## src/rtl/accumulator_stage.sv

```systemverilog
// accumulator_stage: three-cycle accumulate/subtract stage (IDLE -> EXEC -> WRITE)
// with a sticky signed-overflow flag and a wrapping operation counter.
module adder_subtractor #(
    parameter int N = 64
) (
    input  logic [N-1:0] factor_a,
    input  logic [N-1:0] factor_b,
    input  logic         operation,
    output logic [N-1:0] result,
    output logic         overflow
);
    assign result = operation ? factor_a - factor_b : factor_a + factor_b;
    assign overflow = (operation ? factor_a[N-1] != factor_b[N-1] : factor_a[N-1] == factor_b[N-1])
                      && result[N-1] != factor_a[N-1];
endmodule

module accumulator_stage #(
    parameter int N = 64
) (
    input  logic         clk,
    input  logic         rst_n,
    input  logic         in_valid,
    output logic         in_ready,
    input  logic [N-1:0] operand,
    input  logic         operation,
    input  logic         clear,
    output logic [N-1:0] acc_out,
    output logic         out_valid,
    output logic         overflow,
    output logic [7:0]   op_count
);
    typedef enum logic [1:0] {IDLE, EXEC, WRITE} state_t;

    state_t       state_q;
    logic [N-1:0] acc_q, op_q, res_q, sum;
    logic         sel_q, ovf_q, sticky_q, valid_q, add_ovf;
    logic [7:0]   cnt_q;

    adder_subtractor #(.N(N)) u_addsub (
        .factor_a  (acc_q),
        .factor_b  (op_q),
        .operation (sel_q),
        .result    (sum),
        .overflow  (add_ovf)
    );

    always_ff @(posedge clk or negedge rst_n) begin
        if (!rst_n) begin
            state_q  <= IDLE;
            acc_q    <= '0;
            op_q     <= '0;
            sel_q    <= 1'b0;
            res_q    <= '0;
            ovf_q    <= 1'b0;
            sticky_q <= 1'b0;
            cnt_q    <= '0;
            valid_q  <= 1'b0;
        end else begin
            valid_q <= 1'b0;
            case (state_q)
                IDLE: begin
                    // clear wins over a simultaneous in_valid
                    if (clear) begin
                        acc_q    <= '0;
                        sticky_q <= 1'b0;
                        cnt_q    <= '0;
                    end else if (in_valid) begin
                        op_q    <= operand;
                        sel_q   <= operation;
                        state_q <= EXEC;
                    end
                end
                EXEC: begin
                    res_q   <= sum;
                    ovf_q   <= add_ovf;
                    state_q <= WRITE;
                end
                WRITE: begin
                    acc_q    <= res_q;
                    sticky_q <= sticky_q | ovf_q;
                    cnt_q    <= cnt_q + 8'd1;
                    valid_q  <= 1'b1;
                    state_q  <= IDLE;
                end
                default: state_q <= IDLE;
            endcase
        end
    end

    assign in_ready  = state_q == IDLE;
    assign acc_out   = acc_q;
    assign out_valid = valid_q;
    assign overflow  = sticky_q;
    assign op_count  = cnt_q;
endmodule

```

## config.mk

```make
export PLATFORM = sky130hd
export DESIGN_NAME = accumulator_stage
export DESIGN_NICKNAME = d
export VERILOG_FILES = /design/src/rtl/accumulator_stage.sv
export SDC_FILE = /design/constraint.sdc
export NUM_CORES = 1
export LEC_CHECK = 0
export CELL_PAD_IN_SITES_DETAIL_PLACEMENT = 1
export CELL_PAD_IN_SITES_GLOBAL_PLACEMENT = 1
export CORE_MARGIN = 5
export CORE_UTILIZATION = 36
export DETAILED_ROUTE_END_ITERATION = 10
export GPL_ROUTABILITY_DRIVEN = 0
export PLACE_DENSITY = 0.8
export SYNTH_ARGS = -nofsm -noshare
export SYNTH_HDL_FRONTEND = slang
export SYNTH_SLANG_ARGS = --single-unit
```

## constraint.sdc

```tcl
create_clock -name clk -period 4.4 [get_ports clk]
set_input_delay 0.88 -clock clk [delete_from_list [all_inputs] [get_ports clk]]
set_output_delay 0.88 -clock clk [all_outputs]
set_load 0.02 [all_outputs]
```

==> results.toml <==
[run_status]
status = "finished with violations"
violations = "setup timing"

[floorplanning]
die_area_um2 = 39320
initial_core_util_pct = 36.15
rows = 69
fp.dieH_um = 198.3
die_w_um = 198.3
io_pins = 144
core_um2 = 35310

[route]
drt-initial-drc-count = 757
routed_wl_um = 54980
wl_per_cell_um = 24.50
via_per_inst = 5.948
drc = 0
dr.pass1.iters = 7
postRouteAntennaNets = 0
vias = 13348

[power]
p_leak_nw = 8.395
ir_worst_vdd_uv = 319.8
powerDensity_nw_per_um2 = 597.5

[global_routing]
antenna_found_initial = 2
grt_pass1_wl_um = 78360
grt_pass1_vias = 14116
grt_use_total_pct = 24.72
grt-ovfl-total = 0
grt_max_degree = 98

[layout]
fin_area_um2 = 18750
drive_gt1_share_pct = 31.22
final_nets = 1897
final_cell_mix = "260 x buf_4, 205 x dfrtp_1, 142 x clkdlybuf4s50_1"
area_delta_synth_final_pct = 46.87
layout_commonest_cell = "buf_4"
n_fill_cell = 3890

[clock_network]
postCtsHoldBufs = 0
clock_path_buffers = 3
clock_latency_ps = 570
clk_pin_slew_worst_paths_ps = 60
cts_made_buffers = 25
cts_tree = "built"
clock_sinks = 206
clk_root_buffer_cell = "clkbuf_16"
htree_levels = 1

[sta]
max_slew.worst_pin.slew_ps = 1116
setup_viol = 32
period_share_pct = 111.7
max_freq_mhz = 203.4
finalClockSkew_ps = 13.84
rsz0062_at_grt = "true"
final.setup.tns_ps = -8228
fin_crit_ps = 4916
slew_violations = 0
hold_violations = 0
timing.final.ws_setup_ps = -515.8
timing.slew.headroom_pct = 25.59

[synthesis]
yosys_warnings = 0
synth_cells = 1381
synth_area_um2 = 12760
ys_seq_area_share_pct = 40.39
synth_nets = 1516
synth_async_sr_flop_share_pct = 100.0
ys_seq_elements = 206
synth-main-ff-cell = "dfrtp_1"
synth_edf_count = 0
post_synth_num_cell_types = 72
avgSynthCellArea_um2 = 9.242

[setup_path]
cp_max_fo = 3
crit_chain = "or4_1, or4b_4, or2_4, buf_6, nor2_4, nor2_1, xnor2_1, ha_1, a21oi_1, buf_4, o21bai_1, a21oi_1, nor2_1, a31oi_2, o41ai_4, o211a_1, o21a_1, o31ai_2"
reg2reg_to = "res_q[55]"
r2r_cells = 18
critPathLaunchType = "register"
rrSetupSlack_ps = -520
endpoint_kind = "register"
required_ps = 4850
arrival_ps = 5370
crit_end = "res_q[55]"
slowest_delay_ps = 580
crit_type = "reg -> reg"
r2r_start = "op_q[17]"
slowest_stage = "or4b_4"
setup.worst_path.start = "op_q[17]"

[place]
place_area_um2 = 16430
dp_slack_ps = -530.1
hpwl_um = 33610
port_buffers = 143

[worst_hold_path]
hp-class = "in -> async"

[run]
drv_cap = 0
cell type report:
cell class	instances	area (um^2)	area share (%)
sequential	206	5156	27.51
tap	461	576.8	3.077
multi-input combinational	1054	8205	43.77
clock inverter	12	186.4	0.9945
antenna	2	5.005	0.02670
inverter	42	157.7	0.8410
clock buffer	34	689.4	3.678
timing repair buffer	433	3769	20.10
critical path, delay by kind of cell, from the launching register on:
kind,cells,cell delay (ps)
and+or+nand+nor,6,1790
DFF,1,370
xor gates and xnor gates,1,220
adders and majority gates,1,320
AOI/OAI and AO/OA,8,1810
buffers and inverters,2,280
stage by stage:
| stage | utilization [%] | std cells | total power, mW | hold slack, ps |
|---|---|---|---|---|
| after global routing | 53.09 | 2244 | 11.71 | 444.6 |
| after CTS | 50.73 | 2215 | 10.28 | 416.8 |
| final | 53.09 | 2244 | 11.20 | 391.7 |
| after detailed placement | 46.54 | 2149 | 7.662 | 463.1 |
| after floorplan | - | 1381 | 5.487 | 446.1 |
| after global placement | 46.54 | 2149 | 7.406 | 460.6 |
report_power, final:
group	internal, mW	total (mW)	switching (mW)
clock	1.34	2.25	0.903
combinational	2.76	6.06	3.30
sequential	2.41	2.90	0.485
cell usage after synthesis, types with 28 or more instances:
cell	number	share of area, %
dfrtp_1	206	40
nand2_1	148	4.4
a21oi_1	114	4.5
o21ai_0	112	4.4
xnor2_1	86	5.9
nor2_1	82	2.4
clkbuf_1	69	2.0
a22o_1	66	4.5
ha_1	65	6.4
mux2_2	52	4.6
inv_1	40	1.2
a21o_1	32	1.9
nor3_1	29	1.1
nand4_1	28	1.4
cell families after synthesis:
group / share of synthesized area (%)
buffers and inverters: 3.705
AO/OA/AOI/OAI: 22.50
multiplexers: 4.901
XOR/XNOR: 7.627
flip-flops: 40.39
adder cells (fa/ha/maj): 6.529
AND/OR/NAND/NOR: 14.35
metal layers:
layer	wire length, um	GRT usage, %	vias up	share of wire [%]
met5	0	0	-	0
met4	3428	10.71	0	6.2
met3	2792	3.335	255	5.1
met2	26870	43.45	576	49
met1	21890	30.34	6713	40
li1	-	-	5804	-
how the worst min path moves through the flow:
stage	start	end	slack, ps	cells after the start
2_1_floorplan	res_q[1]	res_q[1]	450	2
3_3_place_gp	res_q[1]	res_q[1]	460	2
3_5_place_dp	res_q[1]	res_q[1]	460	2
4_1_cts	rst_n	acc_out[3]	420	1
5_1_grt	rst_n	acc_out[0]	440	1
6_report	rst_n	acc_out[0]	390	1
state kept, by name, indices dropped and copies added, names as in the netlist:
name       flops
acc_out       64
op_q          64
res_q         64
op_count       8
state_q        2
out_valid      1
overflow       1
ovf_q          1
sel_q          1
repair_timing:
item	in CTS	in global routing
gates resized for setup	119	133
endpoints found under the setup margin	33	39
pin swaps	91	75
buffers inserted	20	28
Power figures use the tool's default switching activity.
==> RTL edit: new RTL, same flow settings <==
`N` is set to 64 in 2 places; all go to 96.
--- a/src/rtl/accumulator_stage.sv
+++ b/src/rtl/accumulator_stage.sv
@@ -1,7 +1,7 @@
 // accumulator_stage: three-cycle accumulate/subtract stage (IDLE -> EXEC -> WRITE)
 // with a sticky signed-overflow flag and a wrapping operation counter.
 module adder_subtractor #(
-    parameter int N = 64
+    parameter int N = 96
 ) (
     input  logic [N-1:0] factor_a,
     input  logic [N-1:0] factor_b,
@@ -15,7 +15,7 @@
 endmodule
 
 module accumulator_stage #(
-    parameter int N = 64
+    parameter int N = 96
 ) (
     input  logic         clk,
     input  logic         rst_n,
Interface: changed (resized acc_out and operand); port bits go from 144 to 208. No check against the original RTL was run, so the function may have changed too.
==> RTL edit against the original RTL <==
  * The flow still finishes with violations (setup timing)
  * Non-clock buffer count is 459 higher
  * Power is 89% higher
  * Count of clock-buffer cells in the layout is 15 higher
  * Wire length is 130% higher
  * Design area is 67% higher
  * Area after synthesis is 49% higher
  * Cell count is 60% higher
  * Worst hold slack worse by 0.062 ns
  * Combinational power is 120% higher
  * Worst setup slack worse by 1.3 ns
  * Critical path depth is 1 higher
  * Core utilization is 6.7 points higher
  * Sequential cell count is 96 higher
  * Critical endpoint is now res_q[78]
==> RTL edit: results (changes against the original RTL) <==
Status
  – Status: finished, violations left
  – Failing checks: setup timing

GRT
  – Vias in the first global route: 25100 (+78%)
  – GRT Total Usage: 34.6% (+9.9 points)
  – Largest net degree at the start of global routing: 104 (+6.1%)
  – Antenna violations before repair: 5 (+3)
  – First-pass GRT wire length: 154 mm (+97%)

Drt
  – Vias/cell: 6.78 (+14%)
  – First-pass DRT Iterations: 10 (+3)
  – Final WL: 126 mm (+130%)
  – Starting DRT DRC Count: 2845 (+280%)

Synth
  – Syn nets: 2264 (+49%)
  – Yosys cell types: 77 (+6.9%)
  – Seq/Total Area, Yosys: 39.7% (-0.70 points)
  – Top post-synthesis cells by area: dfrtp_1, xnor2_1, ha_1
  – Top post-synthesis cells by count: dfrtp_1, nand2_1, o21ai_0

Placed design
  – Hpwl dp: 61.6 mm (+83%)
  – Dpl ws: -1.04 ns (-0.515 ns)
  – IO buf count: 207 (+45%)

Pwr
  – Cell leakage power: 14.0 nW (+67%)
  – IR drop worst, VDD: 301 µV (-5.8%)

STA
  – Worst-margin pin slew: 1.06 ns (-0.0576 ns)
  – Setup Skew: 0.0377 ns (+0.0239 ns)
  – Setup WS post-layout: -1.84 ns (-1.32 ns)
  – Setup violators final: 77 (+140%)

Setup path
  – Slowest stage delay, CP: 0.85 ns (+0.27 ns)
  – Slowest cell on crit path: xnor2_1
  – Crit Path Max Fanout: 6 (+3)
  – Worst Path Arrival: 6.69 ns (+1.32 ns)

Clocking
  – CTS clk-pin slew, worst paths: 0.08 ns (+0.02 ns)
  – Htree depth: 2 (+1)
  – Clk Latency, worst-skew pair: 0.62 ns (+0.05 ns)
  – Number of buffers created by CTS: 36 (+44%)
  – CTS root buffer: clkbuf_16

Layout
  – Layout cells sized above 1: 43.6% (+12 points)
  – Nets: 3079 (+62%)
[RTL edit: cell types whose count changed after synthesis, sizes merged, moves of 16 or more]
cell / before / now
dfrtp: 206 / 302
nor4: 6 / 23
ha: 65 / 97
xor2: 22 / 38
o21ai: 114 / 176
a21oi: 114 / 171
mux2: 52 / 84
a22o: 66 / 97
nor2: 83 / 128
a31oi: 17 / 34
xnor2: 87 / 142
nand2: 148 / 211
clkbuf: 69 / 105
[RTL edit: metal layers]
| metal | GRT usage, % | wire length [µm] |
|---|---|---|
| met3 | 7.83 | 13600 |
| met4 | 28.1 | 14500 |
| met2 | 58.4 | 56500 |
| met1 | 37.2 | 41200 |
| met5 | 0 | 13 |
[RTL edit: what timing repair did]
action / in CTS / in global routing
setup buffers: 74 / 90
hold buffers: 0 / 0
cloned: 0 / 0
gates resized for setup: 414 / 313
endpoints found under the setup margin: 70 / 76
pin swaps: 206 / 221
[RTL edit: final cells by class]
| cell class | instances | area (µm²) |
|---|---|---|
| Clock inverter | 13 | 225 |
| Inverter | 51 | 194 |
| Multi-Input combinational cell | 1597 | 13800 |
| Tap cell | 688 | 861 |
| Sequential cell | 302 | 7560 |
| Timing Repair Buffer | 892 | 7690 |
| Fill cell | 5533 | 21100 |
| Clock buffer | 49 | 1030 |
| Antenna cell | 3 | 7.51 |
[RTL edit: cell families after synthesis]
logic type,Yosys count,share of synthesized area [%]
AO/OA/AOI/OAI,660,22.4
XOR/XNOR,180,8.32
adder cells (fa/ha/maj),98,6.48
buffers and inverters,166,3.30
flip-flops,302,39.7
multiplexers,86,5.07
AND/OR/NAND/NOR,573,14.8
[RTL edit: through the flow]
step	instance area (µm²)	power, mW	setup TNS (ns)	std cells
finish	31400	21.2	-71.91	3595
global route	31400	21.6	-72.01	3592
CTS	29400	17.7	-15.62	3519
detailed placement	25900	13.0	-37.78	3390
global placement	25900	12.5	-24.99	3390
floorplan	19200	8.55	-2.20	2065
[RTL edit: report_power, final]
group          total [mW]  switching (mW)  internal (mW)  leakage, nW
combinational        13.3            7.60           5.75         9.61
sequential           4.47           0.907           3.56         3.81
clock                3.40            1.41           1.99        0.603
[RTL edit: critical path: cells and delay by family, from the launching register on]
kind / cells / cell delay (ns)
compound gates: 6 / 1.60
xor+xnor: 2 / 1.03
fa+ha+maj: 1 / 0.44
flops: 1 / 0.40
simple gates: 5 / 1.60
buf+inv: 5 / 0.99
[RTL edit: worst paths after layout]
kind | from | to | slack, ns | cells past startpoint
max in group asynchronous | rst_n | op_q[90] | 2.96 | 2
min in group clk | res_q[4] | res_q[4] | 0.49 | 2
min | rst_n | res_q[79] | 0.33 | 1
min reg2reg | res_q[4] | res_q[4] | 0.49 | 2
max reg2reg | op_q[19] | res_q[78] | -1.84 | 19
max | op_q[19] | res_q[78] | -1.84 | 19
